===== config.mk =====
export PLATFORM = sky130hd
export DESIGN_NAME = pipeline_sequencer
export DESIGN_NICKNAME = d
export VERILOG_FILES = /design/src/rtl/pipeline_pkg.sv /design/src/rtl/pipeline_sequencer_hazard_detect.sv /design/src/rtl/pipeline_sequencer.sv
export SDC_FILE = /design/constraint.sdc
export NUM_CORES = 1
export LEC_CHECK = 0
export CAP_MARGIN = 20
export CORE_MARGIN = 8
export CORE_UTILIZATION = 28
export CTS_CLUSTER_DIAMETER = 100
export CTS_CLUSTER_SIZE = 10
export DETAILED_ROUTE_END_ITERATION = 8
export HOLD_SLACK_MARGIN = 0.02
export MAX_ROUTING_LAYER = met4
export PLACE_DENSITY_LB_ADDON = 0.1
export SYNTH_ARGS = -nofsm -noshare
export SYNTH_HDL_FRONTEND = slang
export SYNTH_HIERARCHICAL = 1
export SYNTH_SLANG_ARGS = --single-unit

===== constraint.sdc =====
create_clock -name i_clk -period 5.8 [get_ports i_clk]
set_input_delay 0.58 -clock i_clk [delete_from_list [all_inputs] [get_ports i_clk]]
set_output_delay 0.58 -clock i_clk [all_outputs]
set_load 0.01 [all_outputs]

===== src/rtl/pipeline_pkg.sv =====
// Shared definitions for the pipeline sequencer: controller state encoding and
// default widths used by the sequencer and the hazard detector.
package pipeline_pkg;

    localparam int NB_ADDR  = 5;
    localparam int NB_DRAIN = 3;
    localparam int NB_CNT   = 32;

    typedef enum logic [2:0] {
        ST_IDLE   = 3'd0,
        ST_RUN    = 3'd1,
        ST_STEP   = 3'd2,
        ST_DRAIN  = 3'd3,
        ST_HALTED = 3'd4
    } state_t;

    // The pipeline registers advance only in these states.
    function automatic logic state_enables(input state_t st);
        return (st == ST_RUN) || (st == ST_STEP) || (st == ST_DRAIN);
    endfunction

endpackage


===== src/rtl/pipeline_sequencer_hazard_detect.sv =====
// Load-use hazard detector: a load in EX whose destination feeds the
// instruction in ID. Register 0 never creates a dependency.
module hazard_detect #(
    parameter int NB_ADDR = pipeline_pkg::NB_ADDR
) (
    input  logic               i_ex_mem_read,
    input  logic [NB_ADDR-1:0] i_ex_rt,
    input  logic [NB_ADDR-1:0] i_id_rs,
    input  logic [NB_ADDR-1:0] i_id_rt,
    output logic               o_load_use
);

    logic rt_nonzero;
    logic rt_matches;

    assign rt_nonzero = (i_ex_rt != '0);
    assign rt_matches = (i_ex_rt == i_id_rs) || (i_ex_rt == i_id_rt);
    assign o_load_use = i_ex_mem_read && rt_nonzero && rt_matches;

endmodule


===== src/rtl/pipeline_sequencer.sv =====
// Run/step/halt controller for the 5-stage pipeline: owns the global register
// enable, per-stage stall/flush controls, the HALT drain timer and cycle count.
//
// state     | meaning
// ----------+-----------------------------------------------------------
// ST_IDLE   | pipeline frozen, waiting for a run or step command
// ST_RUN    | free running until HALT reaches ID
// ST_STEP   | exactly one enabled cycle, then back to idle
// ST_DRAIN  | fetch frozen, older instructions retire through WB
// ST_HALTED | program finished, frozen until reset
module pipeline_sequencer #(
    parameter int NB_ADDR  = pipeline_pkg::NB_ADDR,
    parameter int NB_DRAIN = pipeline_pkg::NB_DRAIN,
    parameter int NB_CNT   = pipeline_pkg::NB_CNT
) (
    input  logic               i_clk,
    input  logic               i_reset,
    input  logic               i_run,
    input  logic               i_step,
    input  logic               i_halt_id,
    input  logic               i_ex_mem_read,
    input  logic [NB_ADDR-1:0] i_ex_rt,
    input  logic [NB_ADDR-1:0] i_id_rs,
    input  logic [NB_ADDR-1:0] i_id_rt,
    input  logic               i_id_branch_taken,
    output logic               o_dunit_clk_en,
    output logic               o_pc_write,
    output logic               o_if_id_write,
    output logic               o_if_id_flush,
    output logic               o_id_ex_flush,
    output logic               o_halted,
    output logic [NB_CNT-1:0]  o_cycle_count
);

    import pipeline_pkg::*;

    localparam int NB_DCNT = (NB_DRAIN < 1) ? 1 : $clog2(NB_DRAIN + 1);
    localparam logic [NB_DCNT-1:0] DRAIN_LOAD = NB_DCNT'(NB_DRAIN);

    state_t              state_q, state_d;
    logic [NB_DCNT-1:0]  drain_cnt_q, drain_cnt_d;
    logic [NB_CNT-1:0]   cycle_cnt_q, cycle_cnt_d;

    logic en;
    logic load_use;
    logic draining;

    hazard_detect #(
        .NB_ADDR (NB_ADDR)
    ) u_hazard_detect (
        .i_ex_mem_read (i_ex_mem_read),
        .i_ex_rt       (i_ex_rt),
        .i_id_rs       (i_id_rs),
        .i_id_rt       (i_id_rt),
        .o_load_use    (load_use)
    );

    always_ff @(posedge i_clk) begin
        if (i_reset) begin
            state_q     <= ST_IDLE;
            drain_cnt_q <= '0;
            cycle_cnt_q <= '0;
        end else begin
            state_q     <= state_d;
            drain_cnt_q <= drain_cnt_d;
            cycle_cnt_q <= cycle_cnt_d;
        end
    end

    always_comb begin
        state_d     = state_q;
        drain_cnt_d = drain_cnt_q;
        unique case (state_q)
            ST_IDLE: begin
                if (i_run) begin
                    state_d = ST_RUN;
                end else if (i_step) begin
                    state_d = ST_STEP;
                end
            end
            ST_RUN: begin
                if (i_halt_id) begin
                    state_d     = ST_DRAIN;
                    drain_cnt_d = DRAIN_LOAD;
                end
            end
            ST_STEP: begin
                if (i_halt_id) begin
                    state_d     = ST_DRAIN;
                    drain_cnt_d = DRAIN_LOAD;
                end else begin
                    state_d = ST_IDLE;
                end
            end
            ST_DRAIN: begin
                // <= 1 rather than == 1 so a zero-length drain cannot wrap.
                if (drain_cnt_q <= NB_DCNT'(1)) begin
                    state_d     = ST_HALTED;
                    drain_cnt_d = '0;
                end else begin
                    drain_cnt_d = drain_cnt_q - NB_DCNT'(1);
                end
            end
            ST_HALTED: state_d = ST_HALTED;
            default: begin
                state_d     = ST_IDLE;
                drain_cnt_d = '0;
            end
        endcase
    end

    always_comb begin
        cycle_cnt_d = cycle_cnt_q;
        if (en && (cycle_cnt_q != '1)) begin
            cycle_cnt_d = cycle_cnt_q + NB_CNT'(1);
        end
    end

    assign en       = state_enables(state_q);
    assign draining = (state_q == ST_DRAIN);

    // A stall holds IF_ID, so the branch flush waits for the re-resolve.
    assign o_dunit_clk_en = en;
    assign o_pc_write     = en && !load_use && !draining && !i_halt_id;
    assign o_if_id_write  = en && !load_use;
    assign o_id_ex_flush  = en && load_use;
    assign o_if_id_flush  = en && !load_use && (i_id_branch_taken || draining || i_halt_id);
    assign o_halted       = (state_q == ST_HALTED);
    assign o_cycle_count  = cycle_cnt_q;

endmodule


==> flow_summary.json <==
{
  "status": "finished clean",
  "dp_cells": 413,
  "end_kind": "output pin",
  "clock-skew-final_ps": 12.1,
  "power_w": 0.000563,
  "syn_area_per_cell_um2": 8.16,
  "worstRegToRegCells": 5,
  "num_io_pins": 60,
  "hold-path-cell-count": 2,
  "globalRouteTotalUtil_pct": 12.2,
  "tightest_slew_ps": 904,
  "diodes": 0,
  "cts.sinks": 37,
  "root_buffer": "clkbuf_8",
  "max_freq_mhz": 309,
  "dp_hpwl_um": 4550,
  "async_flop_share_pct": 0,
  "ys_seq_elements": 37,
  "cts_max_path_buffers": 2,
  "grt_pass1_wl_um": 9920,
  "area_growth_syn_to_layout_pct": 36.0,
  "drt-initial-drc-count": 99,
  "cts_made_buffers": 5,
  "nets": 341,
  "ctsResizeCount": 0,
  "peakVddDrop_uv": 68.3,
  "cp-start-kind": "primary input",
  "maxCapViolations": 0,
  "synth_fp_nets": 284,
  "crit_slowest_cell": "clkdlybuf4s50_1",
  "crit_required_ps": 5220,
  "hp-class": "reg -> reg",
  "power_density_mw_per_mm2": 194,
  "ys_types": 45,
  "cp.arrival_ps": 2660,
  "finalSetupViolCount": 0,
  "crit_path_frequent_cell": "clkdlybuf4s50_1",
  "port_buffers": 59,
  "synthCells": 261,
  "synth-main-ff-cell": "dfxtp_1",
  "period_needed_ps": 3240,
  "dieHeight_um": 103,
  "antenna_left": 0,
  "core_area_mm2": 0.00753,
  "start_util_pct": 28.3,
  "place.gp.congestion": 0.795,
  "crit_type": "in -> out",
  "path_clk_slew_ps": 80,
  "fp-row-count": 32,
  "grt_overflow": 0,
  "clkLatencyLatePin_ps": 290,
  "reg2reg_slack_ps": 2910,
  "die_x_um": 103,
  "cellLeakagePower_nw": 0.919,
  "fin_cells": 420,
  "htreeDepth": 2,
  "synth-edff-count": 0,
  "drt-total-wl_um": 6180,
  "wl_per_cell_um": 14.7,
  "max-slew-margin-rel_pct": 39.2,
  "period_share_pct": 55.8,
  "grt_pass1_vias": 1961,
  "dieArea_mm2": 0.0107,
  "grt_max_degree": 44,
  "yosysSeqAreaShare_pct": 34.8,
  "antenna_found_initial": 0,
  "drtPass1Iterations": 4,
  "layout_common_cells": "clkdlybuf4s50_1 (59), dfxtp_1 (37), nor2_1 (27), a21oi_1 (22), nand2_1 (18)",
  "cpPeakStageDelay_ps": 590,
  "final_hold_viol_count": 0,
  "tritoncts": "done",
  "layout_commonest_cell": "clkdlybuf4s50_1",
  "vias": 2142,
  "post_cts_buffers": 0,
  "crit_chain": "clkdlybuf4s50_1 > or4_1 > o21ai_1 > a21oi_1 > nor4_1 > clkdlybuf4s50_1",
  "ctsHoldBuffers": 0,
  "ys_warn_count": 6,
  "worstPathMaxFanout": 4,
  "drc": 0,
  "syn_area_mm2": 0.00213,
  "drive_gt1_share_pct": 5.97,
  "vias_per_cell": 5.10,
  "slew_viol_final": 0,
  "rsz0062_at_grt": "no",
  "finalSetupTns_ps": 0
}
[report_power, final]
group / switching [W] / internal [W] / leakage [nW] / total (W)
Combinational: 0.0000458 / 0.0000530 / 0.577 / 0.0000988
Sequential: 0.0000144 / 0.000263 / 0.299 / 0.000277
Clock: 0.0000931 / 0.0000940 / 0.0433 / 0.000187
[worst paths after layout]
check,endpoint,startpoint
min reg2reg,o_cycle_count[15],o_cycle_count[15]
min,o_cycle_count[15],o_cycle_count[15]
max,o_pc_write,i_ex_rt[1]
max reg2reg,o_cycle_count[31],o_cycle_count[21]
[per-layer routing]
| metal | global-route usage (%) | up-vias | routed length [um] |
|---|---|---|---|
| li1 | - | 1081 | - |
| met1 | 16.1 | 1020 | 3090 |
| met2 | 18.2 | 34 | 2780 |
| met3 | 2.61 | 7 | 252 |
| met4 | 3.56 | 0 | 59 |
| met5 | - | - | 0 |
[area by class of cell]
class | count | area [um2]
tap | 102 | 128
clock buffer | 6 | 82.6
clock inverter | 1 | 7.51
fill | 833 | 4630
sequential | 37 | 741
multi-input combinational | 207 | 1310
timing repair buffer | 60 | 598
inverter | 7 | 26.3
[synthesized netlist by cell type, types with 2 or more instances]
master	n	area share (%)
nor4_2	2	1.2
mux2_1	5	2.6
xor2_1	7	2.9
or3_1	7	2.1
nand2_1	18	3.2
inv_1	7	1.2
nor2b_1	8	2.4
a2111oi_1	2	0.94
o21ai_0	7	1.6
o31ai_1	8	2.8
or4_1	9	3.2
nor3_1	5	1.2
buf_4	2	0.70
and3_1	3	0.88
xnor2_1	13	5.3
clkbuf_1	5	0.88
buf_2	3	0.70
a21oi_1	22	5.2
and4_1	3	1.2
a211oi_1	5	1.8
o21ai_1	4	0.94
nor4_1	5	1.5
nand3_1	16	3.8
nand4_1	9	2.6
or2_2	3	0.88
dfxtp_1	37	35
nor2_1	27	4.8
mux2_2	2	1.1
[state kept, by name, indices dropped and copies added, names as in the netlist]
register       flops
drain_cnt_q        2
state_q            3
o_cycle_count     32
[kinds of logic (layout without fill, tap and decap cells)]
family                     count (synthesis)  count (layout)  synth area share, %
muxes                                      7               7                 3.70
buffers and inverters                     17              74                 3.53
adders and majority gates                  1               1                0.587
DFF                                       37              37                 34.8
xor gates and xnor gates                  20              20                 8.23
AOI/OAI and AO/OA                         57              57                 16.8
and+or+nand+nor                          122             122                 32.4
[stage by stage]
step | worst slack [ps] | cell area, um2 | util (%) | hold slack, ps
after floorplan | 3520 | 2130 | - | 516
after global placement | 2620 | 2810 | 37.3 | 502
after detailed placement | 2570 | 2810 | 37.3 | 508
after CTS | 2550 | 2900 | 38.5 | 519
after global routing | 2410 | 2900 | 38.5 | 552
final | 2560 | 2900 | 38.5 | 525
[worst max-delay path, delay by kind of cell]
family,cells,cell delay (ps)
AND/OR/NAND/NOR,2,800
AO/OA/AOI/OAI,2,220
buffers and inverters,2,1060
Note: power is estimated with default switching activity, not from simulation.
